===== config.mk =====
export PLATFORM = sky130hd
export DESIGN_NAME = vga_fb_addr_gen
export DESIGN_NICKNAME = d
export VERILOG_FILES = /design/src/rtl/vga_fb_addr_gen.sv
export SDC_FILE = /design/constraint.sdc
export NUM_CORES = 1
export LEC_CHECK = 0
export BUFFER_PORTS_ARGS = -buffer_cell sky130_fd_sc_hd__clkbuf_2
export CAP_MARGIN = 15
export CORE_MARGIN = 3
export CORE_UTILIZATION = 38
export CTS_CLUSTER_SIZE = 40
export DETAILED_ROUTE_END_ITERATION = 16
export PLACE_DENSITY = 0.58
export SLEW_MARGIN = 20
export SYNTH_ARGS = -nofsm -noshare
export SYNTH_HDL_FRONTEND = slang
export SYNTH_SLANG_ARGS = --single-unit
export TNS_END_PERCENT = 5

===== constraint.sdc =====
create_clock -name CLK25 -period 6.4 [get_ports CLK25]
set_clock_uncertainty 0.2 [all_clocks]
set_input_delay 0.64 -clock CLK25 [delete_from_list [all_inputs] [get_ports CLK25]]
set_output_delay 0.64 -clock CLK25 [all_outputs]
set_load 0.005 [all_outputs]

===== src/rtl/vga_fb_addr_gen.sv =====
// Frame-buffer read-address generator for the VGA path: converts per-pixel enables
// into linear addresses with 1x/2x/4x pixel replication, realigned on every vsync low.
module vga_fb_addr_gen #(
  parameter int unsigned H_ACTIVE = 640,
  parameter int unsigned V_ACTIVE = 480,
  parameter int unsigned ADDR_W   = 19
) (
  input  logic              CLK25,
  input  logic              reset,
  input  logic              vsync,
  input  logic              enable,
  input  logic [1:0]        scale,
  output logic [ADDR_W-1:0] address,
  output logic              addr_valid,
  output logic              frame_done,
  output logic              overrun
);

  localparam int unsigned XW = $clog2(H_ACTIVE);
  localparam int unsigned YW = $clog2(V_ACTIVE);

  typedef enum logic [1:0] {
    WAIT_SYNC = 2'd0,
    ACTIVE    = 2'd1,
    DONE      = 2'd2
  } state_t;

  state_t            r_state, w_state_nxt;
  logic [XW-1:0]     r_x, w_x_nxt;
  logic [YW-1:0]     r_y, w_y_nxt;
  logic [ADDR_W-1:0] r_line_base, w_line_base_nxt;
  logic [1:0]        r_scale_q, w_scale_q_nxt;
  logic [ADDR_W-1:0] r_address, w_address_nxt;
  logic              r_addr_valid, w_addr_valid_nxt;
  logic              r_frame_done, w_frame_done_nxt;
  logic              r_overrun, w_overrun_nxt;

  logic [1:0]        w_shift;
  logic [1:0]        w_mask;
  logic [ADDR_W-1:0] w_sw;
  logic [ADDR_W-1:0] w_pix_addr;
  logic [YW-1:0]     w_y_inc;
  logic              w_x_last;
  logic              w_y_last;

  // Scale 3 is treated as 1x; mask selects how many lines share one source line.
  assign w_shift    = (r_scale_q == 2'd3) ? 2'd0 : r_scale_q;
  assign w_mask     = (w_shift == 2'd0) ? 2'b00 : ((w_shift == 2'd1) ? 2'b01 : 2'b11);
  assign w_sw       = ADDR_W'(H_ACTIVE) >> w_shift;
  assign w_pix_addr = r_line_base + (ADDR_W'(r_x) >> w_shift);
  assign w_y_inc    = r_y + YW'(1);
  assign w_x_last   = (r_x == XW'(H_ACTIVE - 1));
  assign w_y_last   = (r_y == YW'(V_ACTIVE - 1));

  always_ff @(posedge CLK25) begin
    if (reset) r_state <= WAIT_SYNC;
    else       r_state <= w_state_nxt;
  end

  always_comb begin
    w_state_nxt      = r_state;
    w_x_nxt          = r_x;
    w_y_nxt          = r_y;
    w_line_base_nxt  = r_line_base;
    w_scale_q_nxt    = r_scale_q;
    w_address_nxt    = r_address;
    w_addr_valid_nxt = 1'b0;
    w_frame_done_nxt = 1'b0;
    w_overrun_nxt    = r_overrun;

    if (!vsync) begin
      // Frame restart takes priority over any enable in the same cycle.
      w_state_nxt     = ACTIVE;
      w_x_nxt         = '0;
      w_y_nxt         = '0;
      w_line_base_nxt = '0;
      w_address_nxt   = '0;
      w_scale_q_nxt   = scale;
      w_overrun_nxt   = 1'b0;
    end else begin
      case (r_state)
        ACTIVE: begin
          if (enable) begin
            w_address_nxt    = w_pix_addr;
            w_addr_valid_nxt = 1'b1;
            if (w_x_last) begin
              w_x_nxt = '0;
              if (w_y_last) begin
                w_y_nxt          = '0;
                w_line_base_nxt  = '0;
                w_state_nxt      = DONE;
                w_frame_done_nxt = 1'b1;
              end else begin
                w_y_nxt = w_y_inc;
                // Advance to the next source line only after its replication count.
                if ((w_y_inc[1:0] & w_mask) == 2'b00)
                  w_line_base_nxt = r_line_base + w_sw;
              end
            end else begin
              w_x_nxt = r_x + XW'(1);
            end
          end
        end
        DONE: begin
          if (enable) w_overrun_nxt = 1'b1;
        end
        default: ;
      endcase
    end
  end

  always_ff @(posedge CLK25) begin
    if (reset) begin
      r_x          <= '0;
      r_y          <= '0;
      r_line_base  <= '0;
      r_scale_q    <= '0;
      r_address    <= '0;
      r_addr_valid <= 1'b0;
      r_frame_done <= 1'b0;
      r_overrun    <= 1'b0;
    end else begin
      r_x          <= w_x_nxt;
      r_y          <= w_y_nxt;
      r_line_base  <= w_line_base_nxt;
      r_scale_q    <= w_scale_q_nxt;
      r_address    <= w_address_nxt;
      r_addr_valid <= w_addr_valid_nxt;
      r_frame_done <= w_frame_done_nxt;
      r_overrun    <= w_overrun_nxt;
    end
  end

  assign address    = r_address;
  assign addr_valid = r_addr_valid;
  assign frame_done = r_frame_done;
  assign overrun    = r_overrun;

endmodule


* Yosys cells after proc, flatten, opt, wreduce, memory -nomap -nowiden *
Cells that the tools add are included.

storage, ports and cells
  register bits = 64
  input bits = 6
  output and inout port bits = 22
  logic and storage cells = 57

cells by class
  add/subtract/negate cells = 4
  eq/ne operators = 10
  shift-type cells = 2
  muxes and demuxes = 14
  bitwise operators = 5
  reduce and logical (&&, ||, !) cells = 12

operators with widths
  kind                                                                     number
  19-bit adder                                                             2
  19-bit two-way mux                                                       2
  10-bit by 2-bit right shift with 19-bit output                           1
  10-bit by 2-bit right shift with 19-bit output, first input constant     1
  4-bit AND reduction                                                      3
  10-bit by 1-bit adder with 10-bit output, second input constant          1
  10-bit equality test, second input constant                              1
  10-bit two-way mux                                                       1
  9-bit by 1-bit adder with 9-bit output, second input constant            1
  9-bit equality test, second input constant                               1
  9-bit two-way mux                                                        1
  2-bit by 1-bit inequality test with 1-bit output, second input constant  4
  1-bit two-way mux                                                        7
  2-bit two-way mux                                                        3
  5-bit OR reduction                                                       1
  2-bit by 1-bit equality test with 1-bit output, second input constant    2
  2-bit equality test, second input constant                               2
  2-bit zero test                                                          2
  1-bit NOT                                                                4
  2-bit AND reduction                                                      2
  3-bit AND reduction                                                      1
  3-bit OR reduction                                                       1
  2-bit AND                                                                1
  2-bit nonzero test                                                       1
  2-bit OR reduction                                                       1

* Logic depth before layout (Yosys ltp) *
  depth in word-level cells = 9
  gate-level depth with buffers = 14
  gate-level depth less buffers = 12

* Worst setup path before layout *
No wires, ideal clock.

  path kind = register to register
  from = register r_scale_q[1]
  to = register r_address[17] (netlist: address[17])
  library setup time = 0.086 ns
  arrival = 2.677 ns
  data required time = 6.114 ns
  setup slack = 3.438 ns
  stages on the path, launching flop included = 15
  buffers on the path = 2
  period minus slack after synthesis = 2.962 ns
  cells stage by stage = dfxtp_1 inv_1 ha_1 buf_4 buf_6 nand2_1 a21boi_0 mux2i_1 ha_1 a211oi_1 o21bai_1 o31ai_4 nor2_1 xnor2_1 a211oi_1

on the way
  cells in the longest elaborated chain, start to end = 4

ends and longest elaborated chain
  item                                              RTL line  RTL
  start: declaration                                32        logic [1:0] r_scale_q, w_scale_q_nxt;
  start signal: assignment                          126       r_scale_q <= w_scale_q_nxt;
  2-bit equality test                               47        assign w_shift = (r_scale_q == 2'd3) ? 2'd0 : r_scale_q;
  2-bit two-way mux *                               47
  10-bit by 2-bit right shift with 19-bit output *  50        assign w_pix_addr = r_line_base + (ADDR_W'(r_x) >> w_shift);
  19-bit adder *                                    50
  end signal: assignment                            127       r_address <= w_address_nxt;
  end: declaration                                  33        logic [ADDR_W-1:0] r_address, w_address_nxt;

Mark *: on every way between the ends. The rest lies on a longest branch, timed or not.
A chain may end at the register's enable or synchronous reset.

* Worst setup path after layout *
Ends and elaborated chain as after synthesis.

==> reports/results.tsv <==
metric	value	unit
Mapped Cells	383	
CTS max path bufs	2	
Worst setup SP type	flop	
initial antenna violation count	0	
met1 usage	21.34	%
drt first pass iters	4	
DIE AREA	9882	um2
root buffer cell	clkbuf_8	
largest net degree at the start of global routing	31	
Setup TNS Final	0	ns
Syn-to-layout area delta	12.79	%
Top Ports	28	
DRC Markers	0	
nets@finish	433	
CTS Buf Count	9	
Core Box Area	8341	um2
critical path type	reg2reg	
clk slew on worst S/H paths	0.07	ns
Mapped Area	3316	um2
min Tclk post-route	3.439	ns
status	finished clean	
post-CTS setup buffers	0	
CTS tree	built	
sequential area share after synthesis	36.23	%
input/output buffers	27	
total of max-cap violations	0	
RSZ-0062 raised after global routing	false	
CP required	6.45	ns
global-route wire length before repair	12190	um
slew of the pin with the lowest slew margin	0.6418	ns
Setup WS post-layout	2.961	ns
VDD IR-drop max	106.7	uV
sequential share of power	47.2	%
Post-Route WL	7124	um
GR Util met2	22.93	%
GRT overflow	0	
Crit Path Max Fanout	16	
Fmax	290.8	MHz
row count	33	
Psw	183.5	uW
utilization after layout	44.84	%
number of setup violations in the final report	0	
post-route cell area	3740	um2
ratio of cells with drive above 1 in the final layout	14.04	%
Placed Area	3518	um2
Worst Path Arrival	3.49	ns
Yosys cell types	57	
fin cells	518	
Slew Viols, Final	0	
Cell Pwr Density	214.8	nW/um2
cell count after placement	502	
Die H	99.41	um
worst skew pair latency	0.35	ns
crit end category	flop	
DRT iter0 DRCs	126	
vias in the first global route	2501	
clock share of power	47.5	%
Starting Density	39.75	%
Synthesis Warnings	0	
Hold Vio Cnt, Final	0	
GRT Max-Usage Layer	met2	
DP HPWL	5078	um
fill count	838	
Syn Area/Cell	8.657	um2
Post-synth EDFFs	0	
clock sink count	60	
Syn Nets	408	
sw frac	22.84	%
routing usage on met3	4.698	%
Gate power share	5.3	%
Pleak	0.001354	uW
Via Count	2667	
flops & latches, synth	60	
Slew HR	57.21	%
H-tree depth	3	
DRT antenna net count	0	
# resized after CTS	0	
dpl ws	2.975	ns
die width	99.41	um
antenna cells	0	
asr flop ratio synth	0	%
Int Pwr	619.7	uW
WL per Instance	13.75	um
Hold Buf Count CTS	0	
Final Cycle Share	53.74	%
GP Congestion	0.7665	
Vias/cell	5.149	
hold crit path type	reg2reg	
Total GRT Usage	15.28	%
Top FF cell, synth	dfxtp_1	
power by group through the flow:
stage	combinational, uW	clock (uW)	sequential [uW]
CTS	42.6	389	379
detailed placement	42.5	0	388
global route	47.8	405	380
floorplan	30.8	0	388
global placement	42.3	0	388
finish	42.2	382	379
cell type report:
type                            count  area [um2]  share of cell area, %
Tap cell                          105       131.4                  3.513
Clock buffer                       11       141.4                  3.781
Sequential cell                    60        1201                  32.12
Clock inverter                      5       75.07                  2.007
Inverter                            6       22.52                 0.6022
Timing Repair Buffer               29       150.1                  4.015
Multi-Input combinational cell    302        2018                  53.96
metal layers:
layer / routed length [um] / share of wire, %
met1: 3592 / 50
met2: 3167 / 44
met3: 295 / 4.1
met4: 69 / 0.97
met5: 0 / 0
layout by cell type, fill, tap and decap left out, types with 4 or more instances in the layout:
master,n
dfxtp_1,60
nor2_1,50
nand2_1,41
a21oi_1,36
clkbuf_2,27
xnor2_1,26
ha_1,18
xor2_1,15
mux2i_1,14
a211oi_1,14
o21ai_0,10
clkbuf_8,10
nand3_1,9
nand4_1,7
inv_1,6
or3_1,5
nand2b_1,4
registers in the layout, indices dropped and copies added (netlist names):
signal,flops
address,19
r_line_base,15
r_x,10
r_y,9
r_scale_q,2
r_state,2
addr_valid,1
frame_done,1
overrun,1
stage by stage:
step	total power [uW]	hold WS [ns]
finish	803.2	0.2512
global route	832.2	0.2745
CTS	811.4	0.2545
detailed placement	430.5	0.2445
global placement	430.2	0.2413
floorplan	418.5	0.2456
critical path, stage by stage (launching register included):
cell and delay (ns):
dfxtp_1 0.34, inv_1 0.08, ha_1 0.52, mux2i_1 0.36, mux2i_1 0.12, ha_1 0.37
a211oi_1 0.25, o21bai_1 0.19, o31ai_4 0.43, nor2_1 0.12, xnor2_1 0.14, a211oi_1 0.23
synthesized netlist by cell type (4+ instances only):
| cell | n | area [um2] |
|---|---|---|
| a211oi_1 | 14 | 105.1 |
| a21oi_1 | 36 | 180.2 |
| clkbuf_1 | 7 | 26.28 |
| dfxtp_1 | 60 | 1201 |
| ha_1 | 18 | 225.2 |
| inv_1 | 6 | 22.52 |
| mux2i_1 | 14 | 140.1 |
| nand2_1 | 41 | 153.9 |
| nand2b_1 | 4 | 25.02 |
| nand3_1 | 9 | 45.04 |
| nand4_1 | 7 | 43.79 |
| nor2_1 | 51 | 191.4 |
| o21ai_0 | 10 | 50.05 |
| or3_1 | 5 | 31.28 |
| xnor2_1 | 26 | 227.7 |
| xor2_1 | 15 | 131.4 |
final timing paths:
path / start / end / slack, ns / cells after the start
worst max-delay path: r_scale_q[1]$_SDFFE_PP0N_ / address[17]$_SDFFE_PP0P_ / 2.96 / 11
worst min-delay path: address[3]$_SDFFE_PP0P_ / address[3]$_SDFFE_PP0P_ / 0.25 / 2
worst max register to register: r_scale_q[1]$_SDFFE_PP0N_ / address[17]$_SDFFE_PP0P_ / 2.96 / 11
worst min register to register: address[3]$_SDFFE_PP0P_ / address[3]$_SDFFE_PP0P_ / 0.25 / 2
cell families after synthesis:
logic type	count (synthesis)	synth area share, %
adder cells (fa/ha/maj)	19	7.396
XOR/XNOR	41	10.83
other	1	0.1131
buffers and inverters	21	3.132
multiplexers	14	4.226
flip-flops	60	36.23
AND/OR/NAND/NOR	145	22.15
AO/OA/AOI/OAI	82	15.92
Note: power is estimated with default switching activity, not from simulation.
